**config.mk**
```make
export PLATFORM = sky130hd
export DESIGN_NAME = trng_sampler
export DESIGN_NICKNAME = d
export VERILOG_FILES = /design/src/rtl/trng_pkg.sv /design/src/rtl/von_neumann_corrector.sv /design/src/rtl/trng_sampler.sv
export SDC_FILE = /design/constraint.sdc
export NUM_CORES = 1
export LEC_CHECK = 0
export ABC_AREA = 1
export BUFFER_PORTS_ARGS = -buffer_cell sky130_fd_sc_hd__buf_2
export CAP_MARGIN = 20
export CORE_MARGIN = 5
export CORE_UTILIZATION = 60
export DETAILED_ROUTE_END_ITERATION = 6
export GPL_TIMING_DRIVEN = 1
export HOLD_SLACK_MARGIN = 0.02
export PLACE_DENSITY = 0.82
export RECOVER_POWER = 25
export SLEW_MARGIN = 40
export SYNTH_ARGS = -nofsm -noshare
export SYNTH_HDL_FRONTEND = slang
export SYNTH_SLANG_ARGS = --single-unit
export TNS_END_PERCENT = 10
```
**constraint.sdc**
```tcl
create_clock -name CLK -period 7.05 [get_ports CLK]
set_clock_uncertainty 0.15 [all_clocks]
set_input_delay 0.3525 -clock CLK [delete_from_list [all_inputs] [get_ports CLK]]
set_output_delay 0.3525 -clock CLK [all_outputs]
set_load 0.02 [all_outputs]
```
**src/rtl/trng_pkg.sv**
```systemverilog
// Shared types and default sizing for the ring-oscillator TRNG back end.
package trng_pkg;

  typedef enum logic {
    FIRST  = 1'b0,
    SECOND = 1'b1
  } vn_state_t;

  localparam int N_RO_DEF        = 32;
  localparam int WORD_W_DEF      = 32;
  localparam int SYNC_STAGES_DEF = 2;
  localparam int STUCK_LIMIT_DEF = 64;

endpackage

```
**src/rtl/von_neumann_corrector.sv**
```systemverilog
// Von Neumann debiaser: pairs consecutive raw bits, emits 0 for 01 and 1 for 10.
module von_neumann_corrector
  import trng_pkg::*;
(
  input  logic CLK,
  input  logic RESET,
  input  logic EN,
  input  logic raw,
  output logic vn_bit,
  output logic bit_valid
);

  vn_state_t state, state_nxt;
  logic      held, held_nxt;

  always_ff @(posedge CLK or posedge RESET) begin
    if (RESET) begin
      state <= FIRST;
      held  <= 1'b0;
    end else begin
      state <= state_nxt;
      held  <= held_nxt;
    end
  end

  // Dropping EN falls back to FIRST, so a half-collected pair is thrown away.
  always_comb begin
    state_nxt = FIRST;
    held_nxt  = held;
    vn_bit    = held;
    bit_valid = 1'b0;
    if (EN) begin
      case (state)
        FIRST: begin
          held_nxt  = raw;
          state_nxt = SECOND;
        end
        SECOND: begin
          bit_valid = (raw != held);
          state_nxt = FIRST;
        end
        default: state_nxt = FIRST;
      endcase
    end
  end

endmodule

```
**src/rtl/trng_sampler.sv**
```systemverilog
// Multi-RO entropy back end: synchronise, XOR-compress, debias, pack into words
// on a valid/ready port, and flag stuck raw streams with a repetition count.
module trng_sampler
  import trng_pkg::*;
#(
  parameter int N_RO        = N_RO_DEF,
  parameter int WORD_W      = WORD_W_DEF,
  parameter int SYNC_STAGES = SYNC_STAGES_DEF,
  parameter int STUCK_LIMIT = STUCK_LIMIT_DEF
) (
  input  logic              CLK,
  input  logic              RESET,
  input  logic              EN,
  input  logic [N_RO-1:0]   RO_IN,
  output logic [WORD_W-1:0] WORD_O,
  output logic              VALID_O,
  input  logic              READY_I,
  output logic              RAW_O,
  output logic              STUCK_O
);

  localparam int CNT_W = $clog2(WORD_W) + 1;
  localparam int RUN_W = 16;
  localparam logic [RUN_W-1:0] RUN_LIM = RUN_W'(STUCK_LIMIT);

  logic [SYNC_STAGES-1:0][N_RO-1:0] sync_q;
  logic                             vn_bit, bit_valid;
  logic [CNT_W-1:0]                 bit_cnt;
  logic [RUN_W-1:0]                 run_cnt, run_nxt;
  logic                             prev_raw;

  // Stage 0 captures RO_IN; the deepest stage feeds the XOR tree.
  always_ff @(posedge CLK or posedge RESET) begin
    if (RESET) begin
      sync_q <= '0;
      RAW_O  <= 1'b0;
    end else begin
      sync_q <= {sync_q[SYNC_STAGES-2:0], RO_IN};
      RAW_O  <= ^sync_q[SYNC_STAGES-1];
    end
  end

  von_neumann_corrector u_vn (
    .CLK      (CLK),
    .RESET    (RESET),
    .EN       (EN),
    .raw      (RAW_O),
    .vn_bit   (vn_bit),
    .bit_valid(bit_valid)
  );

  // A bit landing on the handshake edge opens the next word instead of being lost.
  always_ff @(posedge CLK or posedge RESET) begin
    if (RESET) begin
      WORD_O  <= '0;
      VALID_O <= 1'b0;
      bit_cnt <= '0;
    end else if (VALID_O) begin
      if (READY_I) begin
        VALID_O <= 1'b0;
        bit_cnt <= CNT_W'(bit_valid);
        if (bit_valid) WORD_O <= {WORD_O[WORD_W-2:0], vn_bit};
      end
    end else if (bit_valid) begin
      WORD_O  <= {WORD_O[WORD_W-2:0], vn_bit};
      bit_cnt <= bit_cnt + CNT_W'(1);
      if (bit_cnt == CNT_W'(WORD_W - 1)) VALID_O <= 1'b1;
    end
  end

  always_comb begin
    run_nxt = '0;
    if (EN) begin
      if (run_cnt == '0 || RAW_O != prev_raw) run_nxt = RUN_W'(1);
      else if (run_cnt < RUN_LIM)             run_nxt = run_cnt + RUN_W'(1);
      else                                    run_nxt = run_cnt;
    end
  end

  always_ff @(posedge CLK or posedge RESET) begin
    if (RESET) begin
      run_cnt  <= '0;
      prev_raw <= 1'b0;
      STUCK_O  <= 1'b0;
    end else begin
      run_cnt  <= run_nxt;
      prev_raw <= RAW_O;
      if (run_nxt == RUN_LIM) STUCK_O <= 1'b1;
    end
  end

endmodule

```
# Word-level counts from Yosys, hierarchy flattened
# Index checks and enable logic that the tools add are counted.
# classes
addsub,2
multipliers,0
div,0
order_cmp,1
n_eq_ne,5
shift,0
muxes,17
bitwise,1
n_reduce_logical,6
# ops
cell,count
2-to-1 mux 32 bit,3
2-to-1 mux 16 bit,3
XOR reduction 32 bit,1
2-to-1 mux 6 bit,3
"adder 16 x 1 -> 16 bit, second input constant",1
"== test 16 x 7 -> 1 bit, second input constant",1
zero test 16 bit,1
"less-than comparator 16 x 7 -> 1 bit, second input constant",1
2-to-1 mux 1 bit,7
"adder 6 x 1 -> 6 bit, second input constant",1
"== test 6 x 5 -> 1 bit, second input constant",1
AND reduction 2 bit,2
inequality test 1 bit,2
"inequality test 2 x 1 -> 1 bit, second input constant",1
case mux 1 bit (2 select lines),1
nonzero test 2 bit,1
logical OR 1 bit,1
inverter 1 bit,1
# word_totals
reg_bits,124
latchBits,0
mem_bits_rw,0
mem_bits_ro,0
inputBits,36
mem_count,0

# Longest topological paths before layout
# logic_depth
depth_word,6
mapped_depth,13
ltp_nobuf,13

# Cells and area by module
# From an unflattened synthesis, not the netlist that was laid out.
# hier_totals
hier_cells,442
area_unflattened_um2,4732.0
# by_module_without_submodules
mod,instances,cells_each,area_per_inst_um2,seq_area_each_um2
trng_sampler,1,425,4623.2,3052.9
von_neumann_corrector,1,17,108.9,50.0

# Least setup slack after synthesis
# No wires, ideal clock.
# synth_timing
path_kind,reg2reg
startpoint,register RAW_O
endpoint,register bit_cnt[5]
setup_ns,0.122
arrival_ns,1.337
setup_slack_ns,5.442
path_stages_with_launch,11
n_path_buf,0
synth_period_minus_slack_ns,1.608
path_cell_list,dfrtp_1 > nand2_1 > nand3_2 > nor2_2 > nand2_2 > nand2_2 > nand2_1 > nor2_2 > nand2_1 > o21ai_1 > a21oi_1
# synth_between
elab_chain_cells,5
# synth_rtl
item,line,source
"start, declared",trng_sampler.sv:18,"output logic RAW_O,"
"start signal, assigned",trng_sampler.sv:39,RAW_O <= ^sync_q[SYNC_STAGES-1];
inequality test 1 bit,von_neumann_corrector.sv:39,bit_valid = (raw != held);
2-to-1 mux 1 bit,von_neumann_corrector.sv:33,case (state)
2-to-1 mux 1 bit,von_neumann_corrector.sv:32,if (EN) begin
nonzero test 2 bit (no line),-,
AND reduction 2 bit (no line),-,
"end signal, assigned",trng_sampler.sv:61,bit_cnt <= CNT_W'(bit_valid);
"end signal, assigned",trng_sampler.sv:66,bit_cnt <= bit_cnt + CNT_W'(1);
"end, declared",trng_sampler.sv:28,logic [CNT_W-1:0] bit_cnt;
# Every way passes these cells.
# A chain may end at the register's enable or synchronous reset.

==> reports/metrics.csv <==
metric;value;unit
Slowest cell on crit path;sky130_fd_sc_hd__clkinvlp_2;
number of instances in the synthesized netlist;440;
Core Footprint;7727;um^2
total half-perimeter wirelength after legalization and detailed placement;5622;um
leak pwr;3.082;nW
post-detailed-placement cell area;5192;um^2
compound-cell area share of the yosys netlist;5.674;%
largest area contributor in the netlist;sky130_fd_sc_hd__dfrtp_1;
maximum level of the CTS H-tree;4;
Tightest Hold Check Type;in2reg;
distinct cell type count of the synthesized netlist;35;
largest net degree at the start of global routing;68;
largest delay contributor family on the critical path;buffers and inverters;
proportion of total power due to net switching;34.04;%
category of the critical setup timing path;in2async;
relative max-transition margin;-66.14;%
CP Data Required Time;7500;ps
final weighted congestion of routability-driven global placement;0.7763;
Antenna diodes;0;
largest stage delay on the critical path;1400;ps
setup bufs post-CTS;0;
core utilization of the finished layout;79.19;%
violations in the final reports;capacitance limit, slew limit;
worst-skew pair later-pin latency;510;ps
top post-synthesis cells by area;sky130_fd_sc_hd__dfrtp_1 65%, sky130_fd_sc_hd__nand2_1 7.0%, sky130_fd_sc_hd__inv_1 4.4%;
final-report setup violation count;0;
proportion of power drawn by the clock network;36.8;%
Clock Path Buffers;2;
post-detailed-routing wire length;9710;um
I/O pin cnt;71;
crit-path max FO;67;
Avg WL per Cell;14.51;um
Mean Syn Cell Area;10.83;um^2
number of slew-limit violations in the final report;59;
Max Cap Violations;1;
Critical path buffers and inverters;4;
ratio of cells with drive above 1 in the final layout;22.05;%
CP cell instances;dlygate4sd3_1, buf_2, clkinvlp_2, buf_6;
flip-flop and latch count after synthesis;124;
Post-Synth Simple-Gate Area;16.29;%
kind of start point of the critical path;input pin;
outcome;complete, but fails checks;
final standard cell area without fillers;6120;um^2
final hold violations;0;
TritonCTS clock tree;done;
width of the chip;99.10;um
dominant synthesized flop cell;sky130_fd_sc_hd__dfrtp_1;
Mapped Nets;479;
fill cell count;462;
power dissipated by switching net loads;0.0007962;W
Post-synth EDFFs;0;
Std-Cell Rows;32;
final period utilization;37.31;%
part of the power in combinational logic;23.1;%
number of hold buffers added after cts;34;
clk sink count;124;
most common cell in the netlist;sky130_fd_sc_hd__dfrtp_1;
maximum operating frequency;380.2;MHz
clock transition at the registers of the reported paths;60;ps
share of total power in sequential cells;40.1;%
Global Route Usage Sum;22.22;%
transition time at the pin with the least slew margin;2478;ps
CTS buffer count;17;
main combinational cell family by area after synthesis;simple AND/OR/NAND/NOR gates;
Critical Path Sink Type;async pin;
final-layout setup total negative slack;0;ps
power density cells;382.2;nW/um^2
GRT overflow;0;
share of flip-flops with an asynchronous set or reset;100.0;%
leading cell types by count after synthesis;124 x sky130_fd_sc_hd__dfrtp_1, 89 x sky130_fd_sc_hd__nand2_1, 56 x sky130_fd_sc_hd__inv_1;
synthesized area;4763;um^2
arrival time of the worst setup path;3080;ps
antenna violations before repair;0;
DIE HEIGHT;99.10;um
Post-Synth XOR/XNOR Area;6.042;%
Total Die Area;9821;um^2
Max IR drop VDD;0.0003208;V
area share of fa/ha/maj cells after synthesis;0.7880;%
number of warnings reported in the yosys synthesis log;0;
residual antenna-violating net count after detailed routing;0;
unrepaired setup endpoints after global routing;no;
DRT Pass-1 Iters;4;
number of vias after detailed routing;3275;
number of port buffers;70;
Area growth, synth to finish;28.47;%
share of synthesized area occupied by flip-flops and latches;65.14;%
routed via count divided by cell count;4.895;
DRC violation count after routing;0;
wire length of the first global-routing pass;16840;um
Starting Density;61.64;%
number of gates resized after cts;0;
via count of the first global-routing pass;3509;
clock root buffer;sky130_fd_sc_hd__clkbuf_8;
number of violations reported at the end of detailed-routing iteration 0;146;
R2R setup slack;4920;ps
shortest period the worst path allows;2630;ps
share of Yosys cell area claimed by the top area cell type;65.14;%
net count reported at finish;593;
share of synthesized area spent on multiplexers;0.2364;%
Internal Pwr Total;0.001543;W
==> worst paths after layout <==
kind | endpoint | cells after the start | from
setup / recovery | WORD_O[3] | 4 | RESET
hold / removal | VALID_O | 4 | READY_I
setup reg to reg | bit_cnt[5] | 10 | RAW_O
hold reg to reg | sync_q[40] | 0 | sync_q[8]
max in group CLK | bit_cnt[5] | 11 | EN
min in group asynchronous | sync_q[33] | 3 | RESET
==> flip-flops by register name, summed over array words and instances (netlist names) <==
name,cells
bit_cnt,6
VALID_O,1
u_vn.vn_bit,1
run_cnt,16
prev_raw,1
WORD_O,32
RAW_O,1
u_vn.state,1
STUCK_O,1
sync_q,64
==> cell families (layout without fill, tap and decap cells) <==
kind of cell | after synthesis | in the layout
AND/OR/NAND/NOR | 164 | 164
flip-flops | 124 | 124
buffers and inverters | 67 | 194
AO/OA/AOI/OAI | 49 | 49
XOR/XNOR | 32 | 32
adder cells (fa/ha/maj) | 3 | 3
multiplexers | 1 | 1
==> placed cells by master (no fill, tap or decap), types with 12 or more instances in the layout <==
cell / synthesis / final
sky130_fd_sc_hd__xnor2_1: 19 / 19
sky130_fd_sc_hd__buf_2: 6 / 64
sky130_fd_sc_hd__nand2_1: 89 / 89
sky130_fd_sc_hd__nor2_1: 40 / 40
sky130_fd_sc_hd__xor2_1: 12 / 12
sky130_fd_sc_hd__clkbuf_16: 0 / 16
sky130_fd_sc_hd__dfrtp_1: 124 / 124
sky130_fd_sc_hd__a21oi_1: 19 / 19
sky130_fd_sc_hd__o21ai_0: 14 / 14
sky130_fd_sc_hd__inv_1: 56 / 55
sky130_fd_sc_hd__dlygate4sd3_1: 0 / 34
==> power groups by stage <==
| stage | Combinational (W) | Clock [W] | Sequential [W] |
|---|---|---|---|
| after CTS | 0.000540 | 0.000873 | 0.000932 |
| after global placement | 0.000491 | 0 | 0.000936 |
| after floorplan | 0.000243 | 0 | 0.00104 |
| after detailed placement | 0.000514 | 0 | 0.000939 |
| after global routing | 0.000598 | 0.000913 | 0.000955 |
| final | 0.000540 | 0.000861 | 0.000939 |
==> metrics by stage <==
step | hold WS (ps) | worst slack (ps) | total power, W | instances
2_1_floorplan | 181.2 | 3248 | 0.001282 | 440
3_3_place_gp | 183.5 | 4715 | 0.001427 | 603
3_5_place_dp | 184.7 | 4950 | 0.001452 | 603
4_1_cts | 61.14 | 4946 | 0.002345 | 669
5_1_grt | 95.72 | 3928 | 0.002466 | 669
6_report | 86.53 | 4420 | 0.002339 | 669
==> metal layers <==
metal  vias up  wire [um]  track usage [%]
met3        13        534            8.205
met5         -          0                0
met1      1592       3911            26.04
met4         0        113            6.828
li1       1596          -                -
met2        74       5151            38.22
==> worst min-delay path: cells and delay by family <==
kind                   cells  cell delay, ps
buffers and inverters      2             190
AND/OR/NAND/NOR            1              50
AO/OA/AOI/OAI              1             100
==> layout make-up <==
| cell class | instances | area [um^2] | area share, % |
|---|---|---|---|
| Clock buffer | 17 | 414.1 | 6.768 |
| Clock inverter | 15 | 177.7 | 2.903 |
| Multi-Input combinational cell | 249 | 1388 | 22.67 |
| Sequential cell | 124 | 3103 | 50.71 |
| Timing Repair Buffer | 105 | 694.4 | 11.35 |
| Inverter | 57 | 215.2 | 3.517 |
| Tap cell | 102 | 127.6 | 2.085 |
Note: power is estimated with default switching activity, not from simulation.
